<file path="src/rtl/vga_pkg.sv">
// Shared geometry, widths and FSM state encoding for the VGA pixel scheduler.
package vga_pkg;

   localparam int unsigned PW        = 40;
   localparam int unsigned PH        = 30;
   localparam int unsigned PIX_COUNT = PW * PH;
   localparam int unsigned IDX_W     = 11;
   localparam int unsigned RGB_W     = 12;

   typedef logic [1:0] state_t;

   localparam state_t S_IDLE = 2'd0;
   localparam state_t S_HI   = 2'd1;
   localparam state_t S_LO   = 2'd2;
   localparam state_t S_CLR  = 2'd3;

endpackage

</file>
<file path="src/rtl/vga_pulse_gen.sv">
// HOLD/GAP timer for one add_input pulse.
// o_hi is the add_input level for the cycle after the coming edge, so the caller can
// register it directly; o_done marks the final GAP cycle of the running pulse.
module vga_pulse_gen #(
   parameter int unsigned HOLD = 2,
   parameter int unsigned GAP  = 2
) (
   input  logic clk_50,
   input  logic reset,
   input  logic i_go,
   input  logic i_abort,
   output logic o_hi,
   output logic o_done
);

   localparam int unsigned      CNT_W   = $clog2(HOLD + GAP + 1);
   localparam logic [CNT_W-1:0] CNT_ONE = CNT_W'(1);
   localparam logic [CNT_W-1:0] LAST_HI = CNT_W'(HOLD);
   localparam logic [CNT_W-1:0] LAST_LO = CNT_W'(HOLD + GAP);

   // 0 = no pulse; 1..HOLD = high cycles; HOLD+1..HOLD+GAP = low cycles
   logic [CNT_W-1:0] r_cnt;
   logic [CNT_W-1:0] w_cnt_d;

   // Next count: abort wins, a new pulse may start on the last low cycle
   always_comb begin
      w_cnt_d = '0;
      if (i_abort) begin
         w_cnt_d = '0;
      end else if (i_go) begin
         w_cnt_d = CNT_ONE;
      end else if ((r_cnt != '0) && (r_cnt != LAST_LO)) begin
         w_cnt_d = r_cnt + CNT_ONE;
      end
   end

   // Pulse position register
   always_ff @(posedge clk_50) begin
      if (reset) begin
         r_cnt <= '0;
      end else begin
         r_cnt <= w_cnt_d;
      end
   end

   assign o_done = (r_cnt == LAST_LO);
   assign o_hi   = (w_cnt_d != '0) && (w_cnt_d <= LAST_HI);

endmodule

</file>
<file path="src/rtl/vga_pixel_scheduler.sv">
// Write sequencer for the 40x30 image buffer: arbitrates clear, full-screen fill and
// CPU pixels, shapes accepted pixels into clean add_input pulses and mirrors the
// buffer's write pointer. Map geometry comes from vga_pkg.
module vga_pixel_scheduler
   import vga_pkg::*;
#(
   parameter int unsigned HOLD = 2,
   parameter int unsigned GAP  = 2
) (
   input  logic             clk_50,
   input  logic             reset,
   input  logic             clear_req,
   input  logic             cpu_valid,
   input  logic [RGB_W-1:0] cpu_rgb,
   output logic             cpu_ready,
   input  logic             fill_start,
   input  logic [RGB_W-1:0] fill_rgb,
   output logic             fill_busy,
   output logic             out_add_input,
   output logic [RGB_W-1:0] out_rgb,
   output logic             out_buf_reset,
   output logic [IDX_W-1:0] wr_index,
   output logic             frame_done
);

   localparam logic [IDX_W-1:0] IDX_ONE   = IDX_W'(1);
   localparam logic [IDX_W-1:0] IDX_LAST  = IDX_W'(PIX_COUNT - 1);
   localparam logic [IDX_W-1:0] FILL_FULL = IDX_W'(PIX_COUNT);

   state_t           r_state;
   state_t           w_state_d;
   logic             r_cpu_ready;
   logic             r_fill_busy;
   logic             r_add;
   logic             r_buf_reset;
   logic             r_frame_done;
   logic [RGB_W-1:0] r_rgb;
   logic [IDX_W-1:0] r_wr_index;
   logic [IDX_W-1:0] r_fill_cnt;   // pulses of the fill still owed, including the running one

   logic w_idle;
   logic w_cpu_acc;
   logic w_fill_acc;
   logic w_fill_next;
   logic w_go;
   logic w_hi;
   logic w_done;

   // cpu_ready is a registered "scheduler is idle" flag; a pixel offered while clear_req
   // or fill_start is also high loses the arbitration and stays with the CPU.
   assign w_idle      = (r_state == S_IDLE);
   assign w_fill_acc  = w_idle & fill_start & ~clear_req;
   assign w_cpu_acc   = r_cpu_ready & cpu_valid & ~fill_start & ~clear_req;
   assign w_fill_next = r_fill_busy & w_done & (r_fill_cnt != IDX_ONE) & ~clear_req;
   assign w_go        = w_cpu_acc | w_fill_acc | w_fill_next;

   vga_pulse_gen #(
      .HOLD (HOLD),
      .GAP  (GAP)
   ) u_pulse_gen (
      .clk_50  (clk_50),
      .reset   (reset),
      .i_go    (w_go),
      .i_abort (clear_req),
      .o_hi    (w_hi),
      .o_done  (w_done)
   );

   // Next FSM state: clear overrides everything, fill pulses chain LO->HI directly
   always_comb begin
      w_state_d = r_state;
      if (clear_req) begin
         w_state_d = S_CLR;
      end else if (w_go) begin
         w_state_d = S_HI;
      end else begin
         case (r_state)
            S_CLR:       w_state_d = S_IDLE;
            S_HI, S_LO:  w_state_d = w_done ? S_IDLE : (w_hi ? S_HI : S_LO);
            default:     w_state_d = S_IDLE;
         endcase
      end
   end

   // State, registered outputs, fill counter and write-pointer mirror
   always_ff @(posedge clk_50) begin
      if (reset) begin
         r_state      <= S_IDLE;
         r_cpu_ready  <= 1'b0;
         r_fill_busy  <= 1'b0;
         r_add        <= 1'b0;
         r_buf_reset  <= 1'b0;
         r_frame_done <= 1'b0;
         r_rgb        <= '0;
         r_wr_index   <= '0;
         r_fill_cnt   <= '0;
      end else begin
         r_state      <= w_state_d;
         r_cpu_ready  <= (w_state_d == S_IDLE);
         r_add        <= w_hi;
         r_buf_reset  <= clear_req;
         r_frame_done <= 1'b0;
         if (clear_req) begin
            r_wr_index  <= '0;
            r_fill_busy <= 1'b0;
            r_fill_cnt  <= '0;
         end else begin
            // The buffer advances its pointer on each add_input rise
            if (w_go) begin
               r_wr_index   <= (r_wr_index == IDX_LAST) ? '0 : r_wr_index + IDX_ONE;
               r_frame_done <= (r_wr_index == IDX_LAST);
            end
            if (w_cpu_acc) begin
               r_rgb <= cpu_rgb;
            end
            if (w_fill_acc) begin
               r_rgb       <= fill_rgb;
               r_fill_busy <= 1'b1;
               r_fill_cnt  <= FILL_FULL;
            end else if (r_fill_busy && w_done) begin
               r_fill_cnt <= r_fill_cnt - IDX_ONE;
               if (r_fill_cnt == IDX_ONE) begin
                  r_fill_busy <= 1'b0;
               end
            end
         end
      end
   end

   assign cpu_ready     = r_cpu_ready;
   assign fill_busy     = r_fill_busy;
   assign out_add_input = r_add;
   assign out_rgb       = r_rgb;
   assign out_buf_reset = r_buf_reset;
   assign wr_index      = r_wr_index;
   assign frame_done    = r_frame_done;

endmodule

</file>
<file path="config.mk">
export PLATFORM = sky130hd
export DESIGN_NAME = vga_pixel_scheduler
export DESIGN_NICKNAME = d
export VERILOG_FILES = /design/src/rtl/vga_pkg.sv /design/src/rtl/vga_pulse_gen.sv /design/src/rtl/vga_pixel_scheduler.sv
export SDC_FILE = /design/constraint.sdc
export NUM_CORES = 1
export LEC_CHECK = 0
export BUFFER_PORTS_ARGS = -buffer_cell sky130_fd_sc_hd__buf_2
export CAP_MARGIN = 20
export CORE_AREA = 3 3 61 106
export CTS_CLUSTER_SIZE = 10
export DETAILED_ROUTE_END_ITERATION = 8
export DIE_AREA = 0 0 64 109
export PLACE_DENSITY_LB_ADDON = 0.12
export SLEW_MARGIN = 20
export SYNTH_ARGS = -nofsm -noshare
export SYNTH_HDL_FRONTEND = slang
export SYNTH_SLANG_ARGS = --single-unit
export TNS_END_PERCENT = 50
</file>
<file path="constraint.sdc">
create_clock -name clk_50 -period 3.4 [get_ports clk_50]
set_input_delay 0.68 -clock clk_50 [delete_from_list [all_inputs] [get_ports clk_50]]
set_output_delay 0.68 -clock clk_50 [all_outputs]
set_load 0.1 [all_outputs]
</file>
======== After elaboration in Yosys (flattened, before gate mapping) ========
Cells that the tools add are included.
storage, ports and cells
  register bits after elaboration ......... 44
  word-level logic and storage cells ...... 67
cells by class
  bitwise operators ....................... 13
  equal/unequal tests ..................... 7
  add/sub/neg operators ................... 3
  reduce and logical (&&, ||, !) cells .... 16
  mux-type cells .......................... 16
  $lt $le $gt $ge ......................... 1
operators by type and width
  operator               number
  $mux 11                3
  $mux 12                2
  $add 11x1->11 const B  1
  $eq 11x1->1 const B    1
  $eq 11x11->1 const B   1
  $ne 11x1->1 const B    1
  $sub 11x1->11 const B  1
  $mux 2                 5
  $mux 3                 3
  $and 1x1->1            8
  $reduce_bool 2->1      3
  $reduce_bool 3->1      2
  $reduce_or 3->1        2
  $logic_not 2->1        2
  $reduce_and 2->1       2
  $reduce_or 2->1        2
  $add 3x1->3 const B    1
  $eq 3x3->1 const B     1
  $le 3x2->1 const B     1
  $logic_and 1x1->1      3
  $mux 1                 3
  $ne 3x3->1 const B     1
  $not 1->1              3
  $eq 2x1->1 const B     1
  2 further kinds        3

======== Longest topological paths before layout ========
Gate-level depths: netlist of run 1.
  depth after elaboration ................. 15
  depth in mapped cells ................... 8

======== Modules after synthesis ========
Synthesis of run 1 repeated with hierarchy kept, for this count alone.
unflattened totals
  cells, all modules ...................... 239
  area total of the unflattened synthesis .. 2114.5 sq um
modules (own cells, without submodules)
  module               instances  area an instance (sq um)  seq. area each (sq um)  cells an instance
  vga_pixel_scheduler  1          1926.8                    820.8                   218
  vga_pulse_gen        1          187.7                     60.1                    21

======== Worst setup path before layout of run 1 ========
OpenSTA, ideal clock, no wires.
  kind .................................... reg-to-reg
  start point ............................. register r_wr_index[0], in the netlist wr_index[0]
  end point ............................... register r_wr_index[3], in the netlist wr_index[3]
  clock period less this slack ............ 2.370 ns
  arrival time ............................ 2.247 ns
  setup time .............................. 0.124 ns
  cell stages (with the launch flop) ...... 7
  slack ................................... 1.030 ns
  cells stage by stage .................... dfxtp_1 > ha_1 > nand3_1 > or3_1 > and2_1 > o21ai_1 > a21oi_1
between the ends
  word-level cells in the longest chain between the ends .. 2
  elaborated cells on any way between the ends .. 3
  those cells by class .................... 1 x add/sub; 1 x eq/ne; 1 x mux
ends and longest elaborated chain
  element                                               RTL line                    source
  start: declaration                                    vga_pixel_scheduler.sv:38   logic [IDX_W-1:0] r_wr_index;
  start signal: assignment                              vga_pixel_scheduler.sv:110  r_wr_index <= (r_wr_index == IDX_LAST) ? '0 : r_wr_index + IDX_ONE;
  $add 11x1->11 / $eq 11x11->1 (equally long branches)  vga_pixel_scheduler.sv:110
  $mux 11 *                                             vga_pixel_scheduler.sv:110
Mark *: on every way between the ends. The rest lies on a longest branch, timed or not.
A chain may end at the register's enable or synchronous reset.

======== Worst setup path in the final report of run 1 ========
  start point ............................. register u_pulse_gen.r_cnt[0]
  end point ............................... register r_wr_index[4], in the netlist wr_index[4]
between the ends
  word-level cells in the longest chain between the ends .. 5
ends and longest elaborated chain
  element                   RTL line                   source
  start: declaration        vga_pulse_gen.sv:22        logic [CNT_W-1:0] r_cnt;
  start signal: assignment  vga_pulse_gen.sv:42        r_cnt <= w_cnt_d;
  $eq 3x3->1                vga_pulse_gen.sv:46        assign o_done = (r_cnt == LAST_LO);
  $and 1x1->1 (3 in a row)  vga_pixel_scheduler.sv:54  assign w_fill_next = r_fill_busy & w_done & (r_fill_cnt != IDX_ONE) & ~clear_req;
  $or 1x1->1                vga_pixel_scheduler.sv:55  assign w_go = w_cpu_acc | w_fill_acc | w_fill_next;
No other way between the ends.

==> impl_results.md, run 1 <==
* Initial antenna violation count at 0
* Slew margin rel. at 61.51%
* Detail Route Antenna Nets at 0
* Combinational Power Share at 14.9%
* Pin count of the biggest net entering global routing at 18
* VDD IR-drop max at 0.0003168 V
* Initial Utilization at 34.98%
* Ys Warns at 0
* Mapped Nets at 266
* RSZ-0062 raised after global routing: no
* Required time of the critical path at 3.63 ns
* I/O pin total at 57
* Sink Count at 44
* First-pass GRT wire length at 8031 um
* Worst slew pin tran at 0.5767 ns
* Clock power frac at 42.7%
* Vias in the first global route at 1757
* Core area at 5630 um^2
* Hold_buf cts at 0
* Mean post-synth cell area at 8.600 um^2
* Pwr/cell area at 512.1 nW/um^2
* Sw Ratio at 26.03%
* Buffer count from post-CTS setup fixing at 0
* Pre-antenna DRT Iters at 4
* Max FO, Critical Path at 16
* Synthesized cell area at 1969 um^2
* Avg Vias per Cell at 4.981
* Fin. max-slew vios at 0
* Worst Skew at 0.01224 ns
* Nature of the critical path endpoint: flop
* Fmax at 470.4 MHz
* Commonest cells after routing, fill and taps aside: buf_2 (56), dfxtp_1 (44), nor2_1 (35), nor3_1 (20), a21oi_1 (17)
* Port Buffer Count at 56
* H-tree Lvls at 2
* Count of flip-flops with a built-in enable after synthesis at 0
* Hold Crit Class: flop to flop
* # setup viols final at 0
* Bufs on Longest Clock Path at 2
* Setup TNS at 0 ns
* CP arrival at 2.35 ns
* Syn Inst Count at 229
* Sequential power share at 42.4%
* Share of layout cells above drive strength 1 at 25.44%
* Commonest register cell after synthesis: dfxtp_1
* Most common cell after layout, fill and taps aside: buf_2
* Drt total wl at 4726 um
* CTS tree: yes
* Post-CTS sizing at 0
* Worst setup margin at 1.274 ns
* Setup crit start kind: flop
* DIE WIDTH at 64 um
* Clock transition at path regs at 0.08 ns
* Main combinational cell family by area after synthesis: simple AND/OR/NAND/NOR gates
* Synth cell types at 37
* Psw at 331.5 uW
* Synth Area in Compound Gates at 14.49%
* Critical path type: flop to flop
* LEAKAGE at 0.001013 uW
* DRC violations left at 0
* Skew-Pair Late Insertion Delay at 0.30 ns
* DR iter-0 viols at 35
* Setup WS pre-CTS at 1.038 ns
* Final Cycle Share at 62.53%
* Outcome: finished, final reports clean
* Final layout net count at 323
* All-layer global routing usage at 14.45%
* Fillers at 571
* Yosys reg bits at 44
* Number of max-cap violations at 0
* Multiplexer area fraction after synthesis at 0.5083%
* Final hold violations at 0
* Sequential cell area fraction in the yosys report at 44.73%
* Overflow left after global routing at 0
* # rows at 36
* Fin crit period at 2.126 ns
* Hold slack at 0.4877 ns
* Routed len/inst at 13.02 um
* Post-synth ARST share at 0%
* Routed vias at 1808
* Die area at 6976 um^2
* Gpl congestion at 0.7904
* Post-synthesis simple-gate area fraction at 24.78%
* Area grow syn2layout at 26.30%
* HPWL Detailed at 3509 um
* Ant. Diodes at 0
* Synth Area in Adders at 5.083%
* Power Internal at 942.3 uW
* Root Buffer: clkbuf_8
* Xor-xnor portion of the synthesized cell area at 7.116%
* Die height at 109 um
* Util after Layout at 44.18%
* CTS Buf Count at 5
## registers in the layout, indices dropped and copies added, names as in the netlist
name	flops
out_rgb	12
out_add_input	1
r_fill_cnt	11
wr_index	11
frame_done	1
u_pulse_gen.r_cnt	3
r_state	2
fill_busy	1
cpu_ready	1
out_buf_reset	1
## final timing paths
check                            start           to  slack (ns)  cells after the start
hold / removal              out_rgb[3]   out_rgb[3]        0.49                      2
setup / recovery  u_pulse_gen.r_cnt[0]  wr_index[4]        1.27                      7
hold reg to reg             out_rgb[3]   out_rgb[3]        0.49                      2
setup reg to reg  u_pulse_gen.r_cnt[0]  wr_index[4]        1.27                      7
## through the flow
step | area [um^2] | instances | power, uW
floorplan | 1969 | 229 | 700.6
global placement | 2328 | 355 | 743.0
detailed placement | 2328 | 355 | 743.6
CTS | 2487 | 363 | 1291
global route | 2487 | 363 | 1325
finish | 2487 | 363 | 1274
## synthesized netlist by cell type, types with 2 or more instances
cell,count,area share (%)
dfxtp_1,44,45
nor2_1,35,6.7
nor3_1,20,5.1
a21oi_1,17,4.3
nand2_1,13,2.5
o22ai_1,12,3.8
inv_1,9,1.7
o21ai_0,9,2.3
ha_1,8,5.1
xnor2_1,8,3.6
xor2_1,8,3.6
clkbuf_1,7,1.3
or3_1,7,2.2
nand3_1,5,1.3
and2_1,2,0.64
nand3b_1,2,0.76
o2111ai_1,2,0.89
o21ai_1,2,0.51
## cell type report
class / count / area, um^2 / area share (%)
inverter: 9 / 33.78 / 1.358
tap: 76 / 95.09 / 3.823
sequential: 44 / 880.8 / 35.41
clock inverter: 3 / 90.09 / 3.622
timing repair buffer: 58 / 295.3 / 11.87
multi-input combinational: 168 / 1023 / 41.15
clock buffer: 5 / 68.82 / 2.767
## routing by layer
layer | global-route usage (%) | part of all wire (%) | wire length [um] | up-vias
li1 | - | - | - | 915
met1 | 16.15 | 39 | 1827 | 813
met2 | 25.76 | 52 | 2475 | 69
met3 | 2.371 | 6.0 | 284 | 11
met4 | 7.728 | 2.9 | 139 | 0
met5 | 0 | 0 | 0 | -
## power groups by stage
stage	Sequential (uW)	Combinational, uW	Clock (uW)
detailed placement	553	191	0
CTS	540	192	559
finish	540	190	544
global placement	552	191	0
global route	543	204	578
floorplan	648	52.6	0
## kinds of logic after synthesis
logic type / count (synthesis)
and+or+nand+nor: 96
xor gates and xnor gates: 16
buffers and inverters: 17
DFF: 44
muxes: 1
adders and majority gates: 8
AOI/OAI and AO/OA: 47
## critical path, stage by stage (launching register included)
cell,delay [ns]
dfxtp_1,0.32
inv_1,0.10
ha_1,0.25
nand4b_2,0.18
a21oi_2,0.34
nor2_2,0.22
or4_1,0.54
a21oi_1,0.12
(Power assumes the default switching activity.)
==> run 2, diff against run 1 <==
==> constraint.sdc (replaced) <==
create_clock -name clk_50 -period 2.2 [get_ports clk_50]
set_input_delay 0.44 -clock clk_50 [delete_from_list [all_inputs] [get_ports clk_50]]
set_output_delay 0.44 -clock clk_50 [all_outputs]
set_load 0.1 [all_outputs]
==> run 2 against run 1 <==
Core utilization is essentially flat; sequential power up 55%; register-to-register slack got worse by 0.93 ns; first-iteration DRC count decreased by 20%; non-clock buffer count rose by 7; power rose by 31%; count of clock-buffer cells in the layout rose by 1; global-route usage shrank 0.20 points; clock skew is 0.0031 ns lower; design area about the same; sequential share of layout area is 0.32 points higher; worst hold slack got worse by 0.046 ns; largest cell class unchanged.
==> impl_results.md, run 2 (synthesis results as in run 1) <==
* Overflow left after global routing at 0 (unchanged)
* All-layer global routing usage at 14.25% (-0.20 points)
* CTS Buf Count at 5 (unchanged)
* Internal reg-to-reg setup slack at 0.35 ns (-0.93 ns)
* Routing usage on met3 at 2.268% (-0.10 points)
* Commonest cells after routing, fill and taps aside: buf_2 (56), dfxtp_1 (38), nor2_1 (35), nor3_1 (20), a21oi_1 (17)
* Reg-to-Reg Start: u_pulse_gen.r_cnt[0]
* Reg2Reg Depth at 8 (+1)
* Routed len/inst at 12.58 um (-3.4%)
* Slew margin rel. at 67.80% (+6.3 points)
* Ant. Diodes at 0 (unchanged)
* Gpl congestion at 0.7836 (-0.86%)
* LEAKAGE at 0.001015 uW (+0.24%)
* Fillers at 559 (-2.1%)
* Met1 Track Usage GR at 15.76% (-0.40 points)
* Core area at 5630 um^2 (unchanged)
* DR iter-0 viols at 28 (-20%)
* Vias in the first global route at 1727 (-1.7%)
* Met2 Resource Use GR at 26.72% (+0.96 points)
* Hold Crit Class: primary input to flop
* Routed vias at 1786 (-1.2%)
* Port Buffer Count at 56 (unchanged)
* Outcome: finished, final reports clean
* Initial antenna violation count at 0 (unchanged)
* Setup WS pre-CTS at 0.3443 ns (-0.6933 ns)
* Worst setup margin at 0.3483 ns (-0.9257 ns)
* Pwr/cell area at 672.2 nW/um^2 (+31%)
* Total power at 1671 uW (+31%)
* Die height at 109 um (unchanged)
* I/O pin total at 57 (unchanged)
* H-tree Lvls at 2 (unchanged)
* Area after DPL at 2389 um^2 (+2.6%)
* # setup viols final at 0 (unchanged)
* Worst Skew at 0.009171 ns (-0.003069 ns)
* # rows at 36 (unchanged)
* Final Cycle Share at 84.17% (+22 points)
* Sink Count at 44 (unchanged)
* Required time of the critical path at 2.42 ns (-1.21 ns)
* Max reg flops at 12 (unchanged)
* Max FO, Critical Path at 7 (-9)
* Detail Route Antenna Nets at 0 (unchanged)
* Pin count of the biggest net entering global routing at 18 (unchanged)
* Most common cell after layout, fill and taps aside: buf_2
* Reg-to-reg critical path endpoint: wr_index[0]
* HPWL Detailed at 3539 um (+0.85%)
* Pre-antenna DRT Iters at 4 (unchanged)
* DIE WIDTH at 64 um (unchanged)
* Root Buffer: clkbuf_8
* Nature of the critical path endpoint: flop
* Clock transition at path regs at 0.08 ns (about the same)
* Final hold violations at 0 (unchanged)
* VDD IR-drop max at 0.0004340 V (+37%)
* Worst slew pin tran at 0.4793 ns (-0.09741 ns)
* DRC violations left at 0 (unchanged)
* Share of layout cells above drive strength 1 at 29.25% (+3.8 points)
* Die area at 6976 um^2 (unchanged)
* Area grow syn2layout at 26.24% (about the same)
* CTS tree: yes
* Setup crit start kind: flop
* Fin crit period at 1.852 ns (-0.2743 ns)
* Hold Crit Start: cpu_rgb[11]
* CP Launch Point: u_pulse_gen.r_cnt[0]
* First-pass GRT wire length at 7935 um (-1.2%)
* Critical path type: flop to flop
* Avg Vias per Cell at 4.827 (-3.1%)
* GRT Max-Usage Layer: met2
* Bufs on Longest Clock Path at 2 (unchanged)
* Hold_buf cts at 0 (unchanged)
* RSZ-0062 raised after global routing: no
* Post-Layout Cell Count at 370 (+1.9%)
* Skew-Pair Late Insertion Delay at 0.30 ns (about the same)
* Design area at 2486 um^2 (about the same)
* Number of max-cap violations at 0 (unchanged)
* Drt total wl at 4654 um (-1.5%)
* Hold path depth at 3 (+1)
* Post-CTS sizing at 0 (unchanged)
* CP arrival at 2.07 ns (-0.28 ns)
* Initial Utilization at 34.98% (unchanged)
* Final layout net count at 330 (+2.2%)
* Hold slack at 0.4413 ns (-0.04638 ns)
* Fin. max-slew vios at 0 (unchanged)
* Hold Path End: out_rgb[11]
* Fmax at 540.1 MHz (+15%)
* Placed cells at 362 (+2.0%)
* Buffer count from post-CTS setup fixing at 0 (unchanged)
-- run 2: cell types whose count changed in the layout (fill, tap and decap cells not counted) --
cell / change
buf_4: +7
bufinv_16: -3
clkbuf_8: +1
clkinvlp_4: +2
dfxtp_1: -6
dfxtp_2: +6
-- run 2: final cells by class --
class                      instances  area (um^2)  area share (%)
tap                               76        95.09           3.825
clock inverter                     2        15.01          0.6039
inverter                           9        33.78           1.359
sequential                        44        888.4           35.73
timing repair buffer              65        347.8           13.99
clock buffer                       6        82.58           3.322
multi-input combinational        168         1023           41.17
-- run 2: worst max-delay path, stage by stage (launching register included) --
cell and delay (ns):
dfxtp_1 0.32, inv_1 0.10, ha_1 0.24, nand4b_2 0.18
o211ai_4 0.22, nor2_2 0.08, buf_4 0.16, or3_1 0.34
a21oi_1 0.13
-- run 2: where the power goes --
group	leakage [uW]	internal, uW	switching (uW)
registers	0.000360	823	13.0
clock network	0.0000434	254	283
logic	0.000611	70.8	227
total	0.00102	1150	523
-- run 2: through the flow --
stage / util (%) / setup TNS (ns)
after floorplan: - / -0.008214
after global placement: 42.42 / 0
after detailed placement: 42.42 / 0
after CTS: 44.16 / 0
after global routing: 44.16 / 0
final: 44.16 / 0
-- run 2: layer usage --
| metal | vias up | routed length, um |
|---|---|---|
| li1 | 931 | - |
| met1 | 784 | 1842 |
| met2 | 65 | 2433 |
| met3 | 6 | 291 |
| met4 | 0 | 86 |
| met5 | - | 0 |
-- run 2: how the worst max path moves through the flow --
stage,end,slack [ns],depth (start not counted)
after floorplan,wr_index[3],-0.008,5
after global placement,wr_index[3],0.36,7
after detailed placement,wr_index[4],0.34,6
after CTS,wr_index[0],0.34,8
after global routing,r_fill_cnt[9],0.19,7
final,wr_index[0],0.35,8
==> run 3, diff against run 2 <==
--- a/config.mk
+++ b/config.mk
@@ -5,12 +5,13 @@
 export SDC_FILE = /design/constraint.sdc
 export NUM_CORES = 1
 export LEC_CHECK = 0
+export ABC_AREA = 1
 export BUFFER_PORTS_ARGS = -buffer_cell sky130_fd_sc_hd__buf_2
 export CAP_MARGIN = 20
-export CORE_AREA = 3 3 61 106
+export CORE_AREA = 3 3 64 111
 export CTS_CLUSTER_SIZE = 10
 export DETAILED_ROUTE_END_ITERATION = 8
-export DIE_AREA = 0 0 64 109
+export DIE_AREA = 0 0 67 114
 export PLACE_DENSITY_LB_ADDON = 0.12
 export SLEW_MARGIN = 20
 export SYNTH_ARGS = -nofsm -noshare
==> constraint.sdc (replaced) <==
create_clock -name clk_50 -period 1.6 [get_ports clk_50]
set_input_delay 0.32 -clock clk_50 [delete_from_list [all_inputs] [get_ports clk_50]]
set_output_delay 0.32 -clock clk_50 [all_outputs]
set_load 0.1 [all_outputs]
==> run 3 against run 2 <==
Global-route usage increased by 1.3 points; critical path type unchanged; power grew 39%; worst hold slack got worse by 0.15 ns; via count up 24%; critical path depth rose by 3; largest cell class unchanged.
==> impl_results.md, run 3 <==
* CTS tree: yes
* Clock transition at path regs at 0.08 ns (about the same)
* Count of flip-flops with a built-in enable after synthesis at 0 (unchanged)
* Gpl congestion at 0.8193 (+4.6%)
* Slowest CP cell: dfxtp_2
* Main area contributors after synthesis: dfxtp_1 (40%), nand2_1 (11%), inv_1 (6.3%)
* Area after DPL at 2740 um^2 (+15%)
* Worst Skew at 0.003175 ns (-0.005996 ns)
* # rows at 38 (+5.6%)
* Core area at 6276 um^2 (+11%)
* Root Buffer: clkbuf_8
* Critical path type: flop to flop
* Setup WS pre-CTS at -0.007633 ns (-0.3519 ns)
* Synth cell types at 35 (-5.4%)
* Fillers at 661 (+18%)
* Pin count of the biggest net entering global routing at 25 (+7)
* Top cells by count, synth: nand2_1 (63), dfxtp_1 (44), inv_1 (37)
* Overflow left after global routing at 0 (unchanged)
* Mapped Nets at 337 (+27%)
* Port Buffer Count at 56 (unchanged)
* Syn Inst Count at 300 (+31%)
* Sink Count at 44 (unchanged)
* Final Cycle Share at 99.53% (+15 points)
* Number of max-cap violations at 0 (unchanged)
* Fin crit period at 1.593 ns (-0.2591 ns)
* Setup TNS at 0 ns (unchanged)
* Max FO, Critical Path at 8 (+1)
* Final layout net count at 419 (+27%)
* Routed vias at 2216 (+24%)
* Drt total wl at 5766 um (+24%)
* Worst setup margin at 0.007442 ns (-0.3409 ns)
* RSZ-0062 raised after global routing: yes
* Max reg flops at 12 (unchanged)
* DIE WIDTH at 67 um (+4.7%)
* VDD IR-drop max at 0.0003109 V (-28%)
* Mean post-synth cell area at 7.332 um^2 (-15%)
* Detail Route Antenna Nets at 0 (unchanged)
* CP most frequent cell: inv_2
* Vias in the first global route at 2108 (+22%)
* Routed len/inst at 12.45 um (-0.99%)
* All-layer global routing usage at 15.57% (+1.3 points)
* Synth top area share at 40.05% (-4.7 points)
* # setup viols final at 0 (unchanged)
* I/O pin total at 57 (unchanged)
* Commonest register cell after synthesis: dfxtp_1
* Die height at 114 um (+4.6%)
* Most common cell after layout, fill and taps aside: nand2_1
* Hold_buf cts at 0 (unchanged)
* CTS Buf Count at 5 (unchanged)
* Bufs on Longest Clock Path at 2 (unchanged)
* Hold Crit Class: primary input to flop
* Largest stage delay on the critical path at 0.33 ns (about the same)
* Worst slew pin tran at 0.4966 ns (+0.01725 ns)
* Required time of the critical path at 1.84 ns (-0.58 ns)
* Ant. Diodes at 0 (unchanged)
* CP arrival at 1.83 ns (-0.24 ns)
* Skew-Pair Late Insertion Delay at 0.29 ns (about the same)
* Commonest cells after routing, fill and taps aside: nand2_1 (59), buf_2 (56), inv_1 (32), nor2_1 (30), dfxtp_1 (27)
* Ys Warns at 0 (unchanged)
* Die area at 7638 um^2 (+9.5%)
* Share of layout cells above drive strength 1 at 38.38% (+9.1 points)
* Final hold violations at 0 (unchanged)
* Post-synth ARST share at 0% (unchanged)
* Setup crit start kind: flop
* DRC violations left at 0 (unchanged)
* First-pass GRT wire length at 9183 um (+16%)
* Slew margin rel. at 67.12% (-0.68 points)
* H-tree Lvls at 2 (unchanged)
* Hold slack at 0.2868 ns (-0.1546 ns)
* Yosys reg bits at 44 (unchanged)
* Area grow syn2layout at 34.93%
* Crit-path cells: inv_2, ha_4, inv_2, nor2_2, nand2_2, o21bai_4, nand2_4, a21oi_4, inv_2, a21oi_2, o21a_1
* DR iter-0 viols at 49 (+75%)
* HPWL Detailed at 4470 um (+26%)
* Nature of the critical path endpoint: flop
* Pre-antenna DRT Iters at 4 (unchanged)
* Fin. max-slew vios at 0 (unchanged)
* Most frequent cell after synthesis: nand2_1
* Outcome: finished, final reports clean
* Sequential cell area fraction in the yosys report at 40.05% (-4.7 points)
* Initial Utilization at 35.05% (+0.070 points)
* Initial antenna violation count at 0 (unchanged)
* Pwr/cell area at 784.7 nW/um^2 (+17%)
* Biggest area consumer among synthesized cells: dfxtp_1
* Design area at 2968 um^2 (+19%)
* Fmax at 627.9 MHz (+16%)
* Avg Vias per Cell at 4.786 (-0.85%)
* LEAKAGE at 0.001342 uW (+32%)
* Synthesized cell area at 2200 um^2 (+12%)
## run 3: changes by cell type in the layout (fill, tap and decap cells not counted), sizes merged, moves of 4 or more
cell and change:
nand2 +51, inv +35, buf +17, a311oi +12, o22ai -12, nand3 +11, or3 -7, xnor2 -7
nor3 -5, xor2 -5, nand4 +4, o21ai -4
## run 3: routing by layer
metal | share of wire, % | GRT usage [%]
met3 | 5.5 | 2.857
met5 | 0 | 0
met4 | 1.6 | 5.691
met1 | 38 | 14.89
met2 | 55 | 30.95
## run 3: kinds of logic after synthesis
| family | share of synthesized area [%] |
|---|---|
| compound gates | 14.73 |
| xor+xnor | 1.593 |
| fa+ha+maj | 4.551 |
| buf+inv | 9.386 |
| flops | 40.05 |
| simple gates | 29.69 |
## run 3: final timing paths
check	start	end	cells after the start	slack, ns
worst max-delay path	r_fill_cnt[1]	wr_index[6]	11	0.007
worst min-delay path	cpu_rgb[0]	out_rgb[0]	3	0.29
worst max register to register	r_fill_cnt[1]	wr_index[6]	11	0.007
worst min register to register	wr_index[5]	wr_index[5]	1	0.48
## run 3: critical path: cells and delay by family (launching register included)
family | cells | cell delay, ns
buffers and inverters | 3 | 0.18
AOI/OAI and AO/OA | 4 | 0.61
adders and majority gates | 1 | 0.12
DFF | 1 | 0.33
and+or+nand+nor | 3 | 0.29
## run 3: report_power, final
| group | internal, uW | total [uW] | switching, uW |
|---|---|---|---|
| sequential | 1120 | 1140 | 17.5 |
| clock | 352 | 715 | 363 |
| combinational | 119 | 472 | 353 |
## run 3: repair_timing
action                     in CTS  in global routing
buffers inserted                3                  4
gates resized for setup         3                 29
pin swaps                       3                 12
setup endpoints to repair       5                 35
## run 3: layout make-up
| type | instances | area [um^2] | share of cell area [%] |
|---|---|---|---|
| Multi-Input combinational cell | 204 | 1211 | 40.81 |
| Sequential cell | 44 | 914.6 | 30.82 |
| Timing Repair Buffer | 82 | 475.5 | 16.02 |
| Inverter | 45 | 176.4 | 5.944 |
| Tap cell | 80 | 100.1 | 3.373 |
| Clock buffer | 8 | 90.09 | 3.035 |
## run 3: metrics by stage
step	utilization (%)	std cells	total power, uW
finish	47.29	463	2329
global placement	43.66	448	1630
global route	47.29	463	2449
detailed placement	43.66	448	1630
CTS	45.55	459	2354
floorplan	-	300	1517
